==> src/rtl/prf_rd_arb.sv <==
// prf_rd_arb: round-robin arbiter mapping NREQ PRF read requesters onto NPORT read ports with fixed 1-cycle response.
// Define NCPU_PRF_RD_ARB_BYPASS_EN to forward a same-cycle writeback into the response data.
module prf_rd_arb #(
  parameter int CONFIG_P_NREQ  = 2,
  parameter int CONFIG_P_NPORT = 1,
  parameter int CONFIG_PRF_AW  = 6,
  parameter int CONFIG_DW      = 64
) (
  input  logic                                           clk,
  input  logic                                           rst,
  input  logic                                           flush,
  input  logic [(1<<CONFIG_P_NREQ)-1:0]                  req_valid,
  input  logic [(1<<CONFIG_P_NREQ)*CONFIG_PRF_AW-1:0]    req_addr,
  output logic [(1<<CONFIG_P_NREQ)-1:0]                  req_ready,
  output logic [(1<<CONFIG_P_NPORT)-1:0]                 prf_RE,
  output logic [(1<<CONFIG_P_NPORT)*CONFIG_PRF_AW-1:0]   prf_RADDR,
  input  logic [(1<<CONFIG_P_NPORT)*CONFIG_DW-1:0]       prf_RDATA,
  input  logic                                           wb_we,
  input  logic [CONFIG_PRF_AW-1:0]                       wb_addr,
  input  logic [CONFIG_DW-1:0]                           wb_data,
  output logic [(1<<CONFIG_P_NREQ)-1:0]                  rsp_valid,
  output logic [(1<<CONFIG_P_NREQ)*CONFIG_DW-1:0]        rsp_data
);

  localparam int unsigned NREQ   = 1 << CONFIG_P_NREQ;
  localparam int unsigned NPORT  = 1 << CONFIG_P_NPORT;
  localparam int unsigned AW     = CONFIG_PRF_AW;
  localparam int unsigned DW     = CONFIG_DW;
  localparam int unsigned PTR_W  = (CONFIG_P_NREQ > 0) ? CONFIG_P_NREQ : 1;
  localparam int unsigned PORT_W = (CONFIG_P_NPORT > 0) ? CONFIG_P_NPORT : 1;
  localparam int unsigned RANK_W = PTR_W + 1;

  logic [PTR_W-1:0]  rr_ptr;
  logic [PTR_W-1:0]  rr_ptr_nxt;
  logic [PTR_W-1:0]  scan_pos [NREQ];
  logic [RANK_W-1:0] rank     [NREQ];
  logic [NREQ-1:0]   gnt;
  logic [PORT_W-1:0] gnt_port   [NREQ];
  logic [PORT_W-1:0] port_idx_q [NREQ];
  logic [NREQ-1:0]   rsp_vld_q;
  logic              gnt_any;
  logic [PTR_W-1:0]  gnt_last;
  logic [PTR_W-1:0]  last_pos;

  // Scan order is expressed as each requester's distance from rr_ptr; its rank among
  // valid requesters that come earlier in the scan is also its assigned port.
  always_comb begin
    for (int unsigned j = 0; j < NREQ; j++) begin
      scan_pos[j] = PTR_W'(j) - rr_ptr;
    end
  end

  always_comb begin
    for (int unsigned j = 0; j < NREQ; j++) begin
      rank[j] = '0;
      for (int unsigned i = 0; i < NREQ; i++) begin
        if (req_valid[i] && (scan_pos[i] < scan_pos[j])) begin
          rank[j] = rank[j] + RANK_W'(1);
        end
      end
    end
  end

  always_comb begin
    gnt      = '0;
    gnt_any  = 1'b0;
    gnt_last = '0;
    last_pos = '0;
    for (int unsigned j = 0; j < NREQ; j++) begin
      gnt[j]      = !flush && req_valid[j] && (rank[j] < RANK_W'(NPORT));
      gnt_port[j] = PORT_W'(rank[j]);
      if (gnt[j] && (!gnt_any || (scan_pos[j] > last_pos))) begin
        gnt_any  = 1'b1;
        gnt_last = PTR_W'(j);
        last_pos = scan_pos[j];
      end
    end
  end

  assign req_ready = gnt;

  always_comb begin
    prf_RE    = '0;
    prf_RADDR = '0;
    for (int unsigned k = 0; k < NPORT; k++) begin
      for (int unsigned j = 0; j < NREQ; j++) begin
        if (gnt[j] && (rank[j] == RANK_W'(k))) begin
          prf_RE[k]              = 1'b1;
          prf_RADDR[k*AW +: AW]  = req_addr[j*AW +: AW];
        end
      end
    end
  end

  always_comb begin
    rr_ptr_nxt = rr_ptr;
    if (flush) begin
      rr_ptr_nxt = '0;
    end else if (gnt_any) begin
      rr_ptr_nxt = (NREQ == 1) ? '0 : gnt_last + PTR_W'(1);
    end
  end

  always_ff @(posedge clk or negedge rst) begin
    if (!rst) begin
      rr_ptr    <= '0;
      rsp_vld_q <= '0;
      for (int unsigned j = 0; j < NREQ; j++) begin
        port_idx_q[j] <= '0;
      end
    end else begin
      rr_ptr    <= rr_ptr_nxt;
      rsp_vld_q <= gnt;
      for (int unsigned j = 0; j < NREQ; j++) begin
        port_idx_q[j] <= gnt_port[j];
      end
    end
  end

  // A flush also suppresses the response strobe already registered from the previous grant.
  assign rsp_valid = rsp_vld_q & {NREQ{~flush}};

`ifdef NCPU_PRF_RD_ARB_BYPASS_EN
  logic [NREQ-1:0] byp_hit;
  logic [NREQ-1:0] byp_hit_q;
  logic [DW-1:0]   byp_data_q;

  always_comb begin
    byp_hit = '0;
    for (int unsigned j = 0; j < NREQ; j++) begin
      byp_hit[j] = gnt[j] && wb_we && (wb_addr == req_addr[j*AW +: AW]);
    end
  end

  always_ff @(posedge clk or negedge rst) begin
    if (!rst) begin
      byp_hit_q  <= '0;
      byp_data_q <= '0;
    end else begin
      byp_hit_q  <= byp_hit;
      byp_data_q <= wb_data;
    end
  end
`else
  logic unused_wb;
  assign unused_wb = ^{wb_we, wb_addr, wb_data};
`endif

  always_comb begin
    rsp_data = '0;
    for (int unsigned j = 0; j < NREQ; j++) begin
      for (int unsigned k = 0; k < NPORT; k++) begin
        if (port_idx_q[j] == PORT_W'(k)) begin
          rsp_data[j*DW +: DW] = prf_RDATA[k*DW +: DW];
        end
      end
`ifdef NCPU_PRF_RD_ARB_BYPASS_EN
      if (byp_hit_q[j]) begin
        rsp_data[j*DW +: DW] = byp_data_q;
      end
`endif
    end
  end

endmodule

==> config.mk <==
export PLATFORM = sky130hd
export DESIGN_NAME = prf_rd_arb
export DESIGN_NICKNAME = d
export VERILOG_FILES = /design/src/rtl/prf_rd_arb.sv
export SDC_FILE = /design/constraint.sdc
export NUM_CORES = 1
export LEC_CHECK = 0
export ABC_AREA = 1
export CORE_AREA = 2 2 196 198
export CTS_CLUSTER_DIAMETER = 120
export CTS_CLUSTER_SIZE = 10
export DETAILED_ROUTE_END_ITERATION = 12
export DIE_AREA = 0 0 198 200
export PLACE_DENSITY_LB_ADDON = 0.2
export SETUP_SLACK_MARGIN = 0.5
export SLEW_MARGIN = 20
export SYNTH_ARGS = -nofsm -noshare
export SYNTH_HDL_FRONTEND = slang
export SYNTH_SLANG_ARGS = --single-unit
==> constraint.sdc <==
create_clock -name clk -period 6.6 [get_ports clk]
set_clock_uncertainty 0.1 [all_clocks]
set_input_delay 0.66 -clock clk [delete_from_list [all_inputs] [get_ports clk]]
set_output_delay 0.66 -clock clk [all_outputs]
set_load 0.02 [all_outputs]
# == Word-level counts from Yosys, hierarchy flattened ==
# Index checks and enable logic that the tools add are counted.
# word_totals
ff_bits,10
word_cells,147
output_inout_bits,278
in_bits,230
# classes
bitwise_logic,2
add_sub_neg,17
reduce_logical,47
muxes,48
order_cmp,23
eq_ne,4
# ops
operator,count
two-way mux 64 bit,4
two-way mux 6 bit,8
adder 3 x 1 -> 3 bit (second input constant),12
two-way mux 3 bit,12
logical AND 1 bit,35
less-than comparator 2 bit,16
two-way mux 1 bit,17
two-way mux 2 bit,7
equality test 3 x 1 -> 1 bit (second input constant),4
zero test 3 bit,4
less-than comparator 3 x 2 -> 1 bit (second input constant),4
greater-than comparator 2 bit,3
AND 4 bit,1
zero test 1 bit,4
subtractor 1 x 2 -> 2 bit (first input constant),2
subtractor 2 bit (first input constant),2
logical OR 1 bit,3
adder 2 x 1 -> 2 bit (second input constant),1
nonzero test 2 bit,1
NOT 1 bit,1

# == Logic depth before layout (Yosys ltp) ==
# Gate-level depths: netlist (run 1).
# depth
ltp_word,28
depth_mapped,25
mapped_depth_nobuf,25

# == Least setup slack after synthesis (run 1) ==
# Ideal clock, no wire load.
# synth_path
path_type,input to register
start,in req_valid[3]
end,reg rr_ptr[0]
slack_ps,2987
setup_ps,134
stages,23
arrival_time_ps,3379
path_buffers,1
t_required_ps,6366
cell_sequence,buf_4 > nand2_1 > inv_1 > fa_1 > inv_1 > nand3_2 > inv_1 > nand2_2 > o21ai_0 > o21ai_0 > ha_1 > inv_1 > nor2_1 > o21ai_0 > nand2_1 > nand2_1 > nand2_1 > o21ai_1 > ha_1 > a21oi_1 > o21ai_0 > o21ai_0 > o22ai_1
# synth_via
elab_cells_between_ends,43
classes_between,add/sub (1); order compare (7); mux (16); reduce/logical (19)
# synth_lines
item,line_no,source
from (decl),12,"input logic [(1<<CONFIG_P_NREQ)-1:0] req_valid,"
logical AND 1 bit (*),57,if (req_valid[i] && (scan_pos[i] < scan_pos[j])) begin
two-way mux 3 bit (*),57,
less-than comparator 3 x 2 -> 1 bit (*),70,gnt[j] = !flush && req_valid[j] && (rank[j] < RANK_W'(NPORT));
logical AND 1 bit (*),70,
named net req_ready[1],14,"output logic [(1<<CONFIG_P_NREQ)-1:0] req_ready,"
logical AND 1 bit (*),72,if (gnt[j] && (!gnt_any || (scan_pos[j] > last_pos))) begin
two-way mux 2 bit / two-way mux 1 bit (equally long branches),72,
greater-than comparator 2 bit / zero test 1 bit (equally long branches),72,
[2 not listed],n/a,
two-way mux 2 bit / two-way mux 1 bit (equally long branches),72,
greater-than comparator 2 bit / zero test 1 bit (equally long branches),72,
logical OR 1 bit,72,
logical AND 1 bit,72,
two-way mux 2 bit,72,
adder 2 x 1 -> 2 bit,100,rr_ptr_nxt = (NREQ == 1) ? '0 : gnt_last + PTR_W'(1);
two-way mux 2 bit,99,end else if (gnt_any) begin
two-way mux 2 bit,97,if (flush) begin
to (signal assigned),112,rr_ptr <= rr_ptr_nxt;
to (decl),33,logic [PTR_W-1:0] rr_ptr;
# The timed path passes the listed nets; every way through them passes the cells marked *. The select of a mux whose other input is x is not followed.
# A chain may end at the register's enable or synchronous reset.

# == Final worst setup path (run 1) ==
# layout_path
start,reg rr_ptr[0]
end,out prf_RADDR[4]
# layout_via
elab_chain_cells,17
elab_cells_between_ends,84
classes_between,add/sub (16); order compare (20); mux (20); reduce/logical (28)
# layout_rtl
item,line_no,source
subtractor 1 x 2 -> 2 bit,49,scan_pos[j] = PTR_W'(j) - rr_ptr;
less-than comparator 2 bit,57,
logical AND 1 bit,57,
two-way mux 1 bit,57,
adder 3 x 1 -> 3 bit,58,rank[j] = rank[j] + RANK_W'(1);
two-way mux 3 bit,57,
adder 3 x 1 -> 3 bit,58,
two-way mux 3 bit,57,
adder 3 x 1 -> 3 bit,58,
two-way mux 3 bit,57,
less-than comparator 3 x 2 -> 1 bit,70,
logical AND 1 bit,70,
logical AND 1 bit,87,if (gnt[j] && (rank[j] == RANK_W'(k))) begin
two-way mux 6 bit (3 in a row),87,
two-way mux 6 bit (*),87,
to (decl),16,"output logic [(1<<CONFIG_P_NPORT)*CONFIG_PRF_AW-1:0] prf_RADDR,"
# Every way passes the cells marked *; elsewhere a longest branch is shown, timed or not.

==> results of run 1 <==
## stage by stage
step                hold WS (ps)  power [mW]  cells  cell area (um^2)   util
finish                       661        4.20   1808              9340  0.250
global route                 716        4.53   1808              9340  0.250
CTS                          679        4.29   1808              9340  0.250
detailed placement           732        4.15   1804              9250  0.247
global placement             741        4.16   1804              9250  0.247
floorplan                    264        2.19    912              4450      -
## state kept, by name, indices dropped and copies added, names as in the netlist
name,count
rsp_vld_q,4
port_idx_q,4
rr_ptr,2
## layout make-up
class | count | area, um^2 | share of cell area
repair buffers | 440 | 4390 | 0.471
inverters | 123 | 464 | 0.0497
flip-flops and latches | 10 | 265 | 0.0284
clock buffers | 4 | 88.8 | 0.00952
multi-input cells | 720 | 3480 | 0.373
well taps | 511 | 639 | 0.0685
## where the power goes
part / internal (mW) / switching [mW]
Sequential: 0.0872 / 0.248
Combinational: 1.62 / 2.12
Clock: 0.0912 / 0.0294
## worst reg2reg max path, stage by stage (launching register included)
cell and delay, ps:
dfrtp_1 480, inv_1 180, ha_1 370, nand2_1 100, inv_1 80, fa_1 400, nor2_1 200, nand2_2 140
inv_1 250, nand3_1 110, o21ai_0 110, ha_1 280, nand2_1 60, o21ai_0 70, nand2_1 100, nand2_1 100
nand2_1 80, o21ai_1 60, ha_1 280, inv_1 60, nor2_1 30, o21ai_0 160, o21ai_0 140, o22ai_1 140
## synthesized netlist by cell type (2+ instances only)
| cell type | count | area, um^2 |
|---|---|---|
| nor2_8 | 3 | 60.1 |
| ha_1 | 17 | 213 |
| a21oi_1 | 12 | 60.1 |
| buf_1 | 2 | 7.51 |
| inv_2 | 5 | 18.8 |
| nand2_4 | 2 | 22.5 |
| o21ai_0 | 262 | 1310 |
| nand2_2 | 6 | 37.5 |
| o22ai_1 | 2 | 12.5 |
| inv_1 | 116 | 435 |
| o21ai_1 | 5 | 25.0 |
| nand4_1 | 14 | 87.6 |
| nand2_1 | 334 | 1250 |
| dfrtp_1 | 10 | 250 |
| clkbuf_1 | 45 | 169 |
| nor2_4 | 2 | 22.5 |
| buf_2 | 9 | 45.0 |
| nand3_2 | 3 | 30.0 |
| fa_1 | 4 | 80.1 |
| a21oi_2 | 9 | 78.8 |
| nor2_1 | 34 | 128 |
| nand3_1 | 8 | 40.0 |
| buf_6 | 2 | 22.5 |
## path summary, 6_finish.rpt
path                       depth (start not counted)       endpoint      start  slack [ps]
setup / recovery                                  15   prf_RADDR[4]  rr_ptr[0]        2180
hold / removal                                     1  port_idx_q[2]        rst         660
setup reg to reg                                  23      rr_ptr[1]  rr_ptr[0]        2440
hold reg to reg                                    2      rr_ptr[1]  rr_ptr[1]         740
max in group asynchronous                          1  port_idx_q[1]        rst        5360
min in group clk                                   2      rr_ptr[1]  rr_ptr[1]         740
## logic make-up (layout without fill, tap and decap cells)
logic type	after synthesis	count (layout)	share of synthesized area
AO/OA/AOI/OAI	291	291	0.336
adder cells (fa/ha/maj)	21	21	0.0658
flip-flops	10	10	0.0562
AND/OR/NAND/NOR	408	408	0.381
buffers and inverters	182	567	0.161
## per-layer routing
layer	vias up	wire length, um
li1	3674	-
met5	-	0
met2	250	14700
met4	0	106
met1	3076	11100
met3	12	2160
==> impl_metrics.yaml, run 1 <==
floorplan:
  initial_core_util: 0.119
  die_area_mm2: 0.0396
  rows: 71
  die_x_um: 198
  die-height_um: 200
  pin_count: 508
  coreArea_mm2: 0.0374
global_route:
  track_usage: 0.132
  grtUsageMet3: 0.0323
  grt-busiest-layer: "met2"
  grt_util_met1: 0.151
  overflow: 0
  grt_pass1_wl_um: 40500
  grt_pass1_vias: 6544
  grt_max_degree: 71
  grt_util_met2: 0.256
  antenna_found_initial: 0
routing:
  antenna_left: 0
  wire_per_inst_um: 15.5
  viasPerCell: 3.88
  drc: 0
  drt_iter0_drc: 183
  num_vias: 7012
  wirelength_um: 28000
  drt_first_pass_iters: 4
setup_path:
  max_stage_delay_ps: 610
  cp-end-kind: "output port"
  path_class: "reg -> out"
  path_common_cell: "nand2_1"
  cp_top_family: "buffers and inverters"
  required_ps: 5840
  cp_slowest_cell: "clkdlybuf4s50_1"
  path_buf_inv: 4
  cp_max_fo: 7
  path_cells: "inv_1 > ha_1 > nand2_1 > inv_1 > fa_1 > nor2_1 > nand2_2 > inv_1 > nand2_1 > nor2_1 > nand3_1 > nand2_1 > nand2_1 > nand2_1 > clkdlybuf4s50_1"
  arrival_ps: 3660
  start_kind: "register"
final_layout:
  final_cell_mix: "clkdlybuf4s50_1 (436), nand2_1 (334), o21ai_0 (262), inv_1 (116), nor2_1 (34)"
  nets: 1549
  syn_to_final_growth_pct: 110
  layout-drive-gt1-share: 0.0339
  num-fill-cells: 4231
  num_antenna_cells: 0
  layout_commonest_cell: "clkdlybuf4s50_1"
cts:
  clk_latency_ps: 240
  h-tree-depth: 1
  cts_setup_buffers: 0
  clock_sinks: 10
  cts_tree: "yes"
  cts_buffers: 3
  ctsHoldBuffers: 0
  cts_resized: 0
  root_buffer: "clkbuf_16"
  clockBufferDepth: 2
  path_clk_slew_ps: 40
yosys:
  synth-async-reset-ratio: 1.00
  yosys_warnings: 0
  syn_inst: 912
  avgSynthCellArea_um2: 4.88
  synth-seq-cells: 10
  ys_types: 29
  synth_enable_flop_cells: 0
  synth_flop_cell: "dfrtp_1"
  synth_fp_nets: 1163
  synth.cell_area_mm2: 0.00445
  yosysSeqAreaShare: 0.0562
timing:
  final_hold_viol_count: 0
  slew_viol_final: 0
  tns_ps: 0
  fin_crit_sh: 0.670
  fmax_mhz: 226
  finalCriticalPeriod_ps: 4420
  setup_viol: 0
  rsz0062_at_grt: "false"
  setup_ws_ps: 2180
  relSlewSlack: 0.493
  tightest_slew_ps: 760
placed_design:
  place_ws_ps: 2140
  routabilityCongestion: 0.793
  io_buffers: 436
  hpwl_um: 22800
pwr:
  ir_worst_vdd_v: 0.000153
  leakage_nw: 3.95
  power_density_mw_per_mm2: 449
status:
  status: "complete, no violations"
run:
  max_cap_violations: 0
hold_path:
  hold_path.class: "in -> async"
Power figures use the tool's default switching activity.
==> run 2, diff against run 1 <==
--- a/config.mk
+++ b/config.mk
@@ -6,11 +6,11 @@
 export NUM_CORES = 1
 export LEC_CHECK = 0
 export ABC_AREA = 1
-export CORE_AREA = 2 2 196 198
+export CORE_AREA = 2 2 200 202
 export CTS_CLUSTER_DIAMETER = 120
 export CTS_CLUSTER_SIZE = 10
 export DETAILED_ROUTE_END_ITERATION = 12
-export DIE_AREA = 0 0 198 200
+export DIE_AREA = 0 0 202 204
 export PLACE_DENSITY_LB_ADDON = 0.2
 export SETUP_SLACK_MARGIN = 0.5
 export SLEW_MARGIN = 20
==> constraint.sdc (replaced) <==
create_clock -name clk -period 4.6 [get_ports clk]
set_clock_uncertainty 0.1 [all_clocks]
set_input_delay 0.46 -clock clk [delete_from_list [all_inputs] [get_ports clk]]
set_output_delay 0.46 -clock clk [all_outputs]
set_load 0.02 [all_outputs]
==> impl_metrics.yaml, run 2 (same netlist as run 1, synthesis figures left out) <==
routing:
  drt_first_pass_iters: 5
  wirelength_um: 28500
  drc: 0
  viasPerCell: 3.92
  drt_iter0_drc: 324
  num_vias: 7166
  antenna_left: 0
  wire_per_inst_um: 15.6
global_route:
  grt_max_degree: 73
  grt_pass1_wl_um: 41300
  grt_pass1_vias: 6632
  antenna_found_initial: 0
  track_usage: 0.127
  overflow: 0
timing:
  setup_viol: 0
  tightest_slew_ps: 777
  rsz0062_at_grt: "true"
  setup_ws_ps: 721
  relSlewSlack: 0.482
  tns_ps: 0
  timing.hold.ws_ps: 468
  fmax_mhz: 258
  slew_viol_final: 0
  final_hold_viol_count: 0
  fin_crit_sh: 0.843
  finalCriticalPeriod_ps: 3880
status:
  status: "complete, no violations"
floorplan:
  coreArea_mm2: 0.0392
  rows: 73
  die-height_um: 204
  die_area_mm2: 0.0412
  die_x_um: 202
  initial_core_util: 0.114
  pin_count: 508
setup_path:
  r2r_slack_ps: 810
  path_class: "reg -> out"
  cp-end-kind: "output port"
  arrival_ps: 3320
  required_ps: 4040
  cp_max_fo: 10
  start_kind: "register"
final_layout:
  layout-drive-gt1-share: 0.0445
  post-route-util: 0.242
  final_cells: 1830
  syn_to_final_growth_pct: 113
  nets: 1556
  layout_commonest_cell: "clkdlybuf4s50_1"
  final_area_mm2: 0.00947
  top_regs: "port_idx_q: 4 flops, rsp_vld_q: 4 flops, rr_ptr: 2 flops"
  final_cell_mix: "clkdlybuf4s50_1 (429), nand2_1 (334), o21ai_0 (260), inv_1 (113), nor2_1 (32)"
  num-fill-cells: 4398
cts:
  clock_sinks: 10
  clockBufferDepth: 2
  path_clk_slew_ps: 40
  root_buffer: "clkbuf_16"
  clk_latency_ps: 240
  cts_tree: "yes"
  h-tree-depth: 1
  ctsHoldBuffers: 0
  cts_buffers: 3
placed_design:
  routabilityCongestion: 0.897
  place_ws_ps: 426
  io_buffers: 436
  placedCellCount: 1822
  hpwl_um: 23100
  dpl_cell_area_mm2: 0.00932
pwr:
  leakage_nw: 4.09
  power_density_mw_per_mm2: 646
  ir_worst_vdd_v: 0.000249
  total_power_mw: 6.12
run:
  max_cap_violations: 0
hold_path:
  hold_path.class: "in -> async"
## run 2: final cells by class
class,instances,area (um^2),area share
diodes,1,2.50,0.000264
repair buffers,447,4490,0.474
flip-flops and latches,10,268,0.0283
inverters,123,467,0.0493
well taps,525,657,0.0694
multi-input cells,720,3500,0.369
clock buffers,4,88.8,0.00938
## run 2: path summary, 6_finish.rpt
path                       cells past startpoint            end       from
setup reg to reg                              22      rr_ptr[1]  rr_ptr[1]
hold / removal                                 1  port_idx_q[2]        rst
hold reg to reg                                2      rr_ptr[0]  rr_ptr[0]
setup / recovery                              13   prf_RADDR[6]  rr_ptr[1]
min in group clk                               2      rr_ptr[0]  rr_ptr[0]
max in group asynchronous                      1  port_idx_q[3]        rst
## run 2: routing by layer
metal / vias up / GRT usage / part of all wire
met1: 3201 / 0.153 / 0.42
met5: - / 0 / 0
met2: 256 / 0.241 / 0.51
met3: 19 / 0.0233 / 0.063
li1: 3690 / - / -
met4: 0 / 0.0150 / 0.0094
## run 2: where the power goes
group	internal [mW]	leakage (nW)	switching, mW
registers	0.127	0.119	0.336
logic	2.37	3.92	3.11
clock network	0.131	0.0442	0.0443
## run 2: critical path, cell delays in order (launching register included)
cell	delay (ps)
dfrtp_2	450
inv_4	70
ha_1	310
nor2_1	190
inv_1	110
fa_1	550
inv_1	140
nand2_4	80
nor2_8	210
nand2_1	80
nand2_1	70
inv_1	50
a21oi_2	130
clkdlybuf4s50_1	630
## run 2: timing repair
action	4_1_cts	5_1_grt
gates resized for setup	1	17
endpoints found under the setup margin	3	16
setup buffers	0	3
==> run 3, diff against run 2 <==
==> constraint.sdc (replaced) <==
create_clock -name clk -period 4.06 [get_ports clk]
set_clock_uncertainty 0.1 [all_clocks]
set_input_delay 0.406 -clock clk [delete_from_list [all_inputs] [get_ports clk]]
set_output_delay 0.406 -clock clk [all_outputs]
set_load 0.02 [all_outputs]
==> impl_metrics.yaml, run 3 (same netlist as run 1, synthesis figures left out) <==
run:
  max_cap_violations: 0
pwr:
  power_density_mw_per_mm2: 729
  ir_worst_vdd_v: 0.000320
  leakage_nw: 4.15
final_layout:
  syn_to_final_growth_pct: 118
  num_antenna_cells: 0
  top_regs: "port_idx_q: 4 flops, rsp_vld_q: 4 flops, rr_ptr: 2 flops"
  final_area_mm2: 0.00970
  multi_input_area_mm2: 0.00360
  layout-drive-gt1-share: 0.0858
  layout_commonest_cell: "clkdlybuf4s50_1"
  num-fill-cells: 4410
  post-route-util: 0.248
  final_cell_mix: "clkdlybuf4s50_1 (420), nand2_1 (329), o21ai_0 (256), inv_1 (108), nor2_1 (30)"
  nets: 1580
  ff_latch_area_um2: 265
global_route:
  grt_pass1_vias: 6605
  antenna_found_initial: 0
  track_usage: 0.128
  grt_pass1_wl_um: 41500
  overflow: 0
  grt_max_degree: 106
routing:
  drc: 0
  num_vias: 7129
  viasPerCell: 3.85
  drt_iter0_drc: 262
  antenna_left: 0
  wire_per_inst_um: 15.4
  drt_first_pass_iters: 5
  wirelength_um: 28400
floorplan:
  rows: 73
  coreArea_mm2: 0.0392
  die_x_um: 202
  pin_count: 508
  initial_core_util: 0.114
  die_area_mm2: 0.0412
  die-height_um: 204
setup_path:
  path_common_cell: "inv_1"
  cp-end-kind: "output port"
  cp_max_fo: 5
  crit_start: "rr_ptr[1]"
  arrival_ps: 2910
  path_buf_inv: 5
  max_stage_delay_ps: 620
  path_cells: "inv_2 > ha_4 > buf_4 > nor2_1 > inv_1 > fa_2 > inv_1 > nand2_4 > nor2_4 > a21oi_1 > nand2_1 > a21oi_2 > clkdlybuf4s15_2"
  cp_top_family: "adder cells"
  cp_slowest_cell: "fa_2"
  path_class: "reg -> out"
  required_ps: 3550
  start_kind: "register"
  r2r-start: "rr_ptr[1]"
timing:
  relSlewSlack: 0.314
  tns_ps: 0
  fmax_mhz: 293
  final_hold_viol_count: 0
  tightest_slew_ps: 1030
  finalCriticalPeriod_ps: 3420
  slew_viol_final: 0
  setup_ws_ps: 645
  fin_crit_sh: 0.841
  setup_viol: 0
  rsz0062_at_grt: "true"
placed_design:
  io_buffers: 436
  routabilityCongestion: 0.861
  hpwl_um: 23300
  dpl_cell_area_mm2: 0.00942
  place_ws_ps: 95.4
status:
  status: "complete, no violations"
cts:
  clockBufferDepth: 2
  clk_latency_ps: 230
  path_clk_slew_ps: 40
  root_buffer: "clkbuf_16"
  cts_tree: "yes"
  cts_buffers: 3
  clock_sinks: 10
  h-tree-depth: 1
hold_path:
  hold_path.class: "in -> async"
[run 3: what timing repair did]
item | CTS | global route
endpoints found under the setup margin | 16 | 16
setup buffers | 0 | 11
resized for setup | 25 | 56
pin swaps | 2 | 15
hold buffers | 0 | 0
gates cloned | 0 | 1
[run 3: report_power, final]
group,internal [mW],total (mW),switching [mW]
combinational,2.80,6.33,3.53
sequential,0.141,0.549,0.408
clock,0.148,0.194,0.0461
[run 3: worst paths after layout]
kind,endpoint,slack (ps),cells past startpoint
setup / recovery,prf_RADDR[11],640,13
hold / removal,port_idx_q[0],420,1
setup reg to reg,rr_ptr[0],680,23
hold reg to reg,rr_ptr[0],750,4
max in group asynchronous,port_idx_q[2],3030,1
min in group clk,rsp_vld_q[2],580,3
[run 3: area by class of cell]
cell class / count / area share
well taps: 525 / 0.0677
multi-input cells: 721 / 0.371
clock buffers: 4 / 0.00915
inverters: 123 / 0.0478
repair buffers: 470 / 0.477
flip-flops and latches: 10 / 0.0273
[run 3: per-stage QoR]
stage / instances / hold WS [ps] / power (mW)
2_1_floorplan: 912 / 10.4 / 3.56
3_3_place_gp: 1836 / 647 / 6.88
3_5_place_dp: 1836 / 638 / 6.85
4_1_cts: 1840 / 445 / 7.03
5_1_grt: 1853 / 475 / 7.62
6_report: 1853 / 424 / 7.08
[run 3: per-layer routing]
| layer | share of wire | global-route usage |
|---|---|---|
| met1 | 0.42 | 0.158 |
| met2 | 0.50 | 0.237 |
| met3 | 0.060 | 0.0218 |
| met4 | 0.012 | 0.0181 |
| met5 | 0 | 0 |
==> RTL change (settings of run 2) <==
The option `NCPU_PRF_RD_ARB_BYPASS_EN` is turned on by a define.
--- a/src/rtl/prf_rd_arb.sv
+++ b/src/rtl/prf_rd_arb.sv
@@ -2,2 +2,4 @@
 // Define NCPU_PRF_RD_ARB_BYPASS_EN to forward a same-cycle writeback into the response data.
+`define NCPU_PRF_RD_ARB_BYPASS_EN
+
 module prf_rd_arb #(
Behaviour: not the same (Yosys sat finds a counterexample within 4 cycles, from zero or initial values and one cycle with rst low).
==> RTL change against run 2 <==
- power is 34% higher
- wire length is 70% higher
- sequential cell count grew 68
- cell area rose by 58%
- critical path depth stayed put
- worst setup slack lost 10 ps
- sequential share of layout area grew 10 points
- synthesized area is 110% higher
==> RTL change: results (changes against run 2) <==
p_leak_nw: 7.04  # +72%
route.met3.wl_mm: 3.42  # +89%
fillers: 4157  # -5.5%
globalplace.congestion: 0.903  # +0.70%
use_met2_pct: 40.1  # +16 points
clk_pin_slew_ps: 70  # +30 ps
grt_util_met1_pct: 27.6  # +12 points
nets: 2356  # +51%
drt_iter0_drc: 647  # +100%
grt.met3_usage_pct: 4.88  # +2.6 points
highest_layer: "met5"
cts_setup_buffers: 1  # +1
ir_worst_vdd_mv: 0.241  # -3.6%
htree_levels: 3  # +2
wl_met1_mm: 20.0  # +67%
via_per_inst: 4.81  # +23%
outcome: "finished clean"
drive_above_1_share_pct: 3.61  # -0.84 points
wl_per_cell_um: 18.4  # +18%
power_switching_mw: 4.31  # +24%
slowest_stage: "fa_1"
io_buffers: 507  # +16%
dp_cells: 2614  # +43%
numCtsBuffers: 9  # +6
post_cts_resized: 6  # +5
critPathTopFamily: "simple AND/OR/NAND/NOR gates"
slowest_delay_ps: 570  # -60 ps
synthDistinctLibCells: 30  # +3.4%
ys_top_cells_by_area: "o21ai_0 27%, nand2_1 25%, dfrtp_1 21%, inv_1 8.1%, clkbuf_1 3.2%"
dpl.hpwl_mm: 36.7  # +59%
antenna_found_initial: 8  # +8
grt_max_degree: 81  # +11%
grt_pass1_wl_mm: 72.4  # +75%
grt_pass1_vias: 11750  # +77%
syn_inst: 1681  # +84%
vias: 12678  # +77%
seq_area_frac_synth_pct: 21.3  # +16 points
-- RTL change: cell type report --
type	instances	share of cell area, %
Multi-Input combinational cell	1284	39.8
Timing Repair Buffer	526	35.5
Sequential cell	78	13.1
Inverter	206	5.25
Tap cell	525	4.39
Clock buffer	12	1.65
Clock inverter	2	0.234
Antenna cell	5	0.0835
-- RTL change: kinds of logic (layout without fill, tap and decap cells) --
kind of cell,Yosys count,after routing,share of synthesized area (%)
AO/OA/AOI/OAI,567,567,31.4
XOR/XNOR,3,3,0.287
adder cells (fa/ha/maj),21,21,3.20
buffers and inverters,320,746,13.6
flip-flops,78,78,21.3
other,0,5,0
AND/OR/NAND/NOR,692,693,30.2
-- RTL change: power by group through the flow --
stage	logic, mW	clock network, mW	registers, mW
5_1_grt	6.85	0.826	1.17
2_1_floorplan	3.60	0	0.777
6_report	6.30	0.771	1.14
3_5_place_dp	6.30	0	1.17
3_3_place_gp	6.28	0	1.17
4_1_cts	6.31	0.812	1.16
-- RTL change: stage by stage --
stage                     util [%]  power (mW)  hold WS, ps  worst slack [ps]
after detailed placement      37.3        7.46          459               428
after global placement        37.3        7.45          464               487
after global routing          38.2        8.85         58.3               484
after floorplan                  -        4.38         64.4               999
final                         38.2        8.21         11.7               711
after CTS                     38.1        8.28         33.2               520
-- RTL change: final timing paths --
kind                            slack (ps)        start  depth (start not counted)        endpoint
max in group asynchronous             3630          rst                          2   port_idx_q[0]
worst max register to register         830    rr_ptr[1]                         26       rr_ptr[1]
min in group clk                       410  wb_data[57]                          1  byp_data_q[57]
worst min-delay path                    10          rst                          1  byp_data_q[41]
worst max-delay path                   710    rr_ptr[1]                         13   prf_RADDR[10]
worst min register to register         530    rr_ptr[0]                          2       rr_ptr[0]
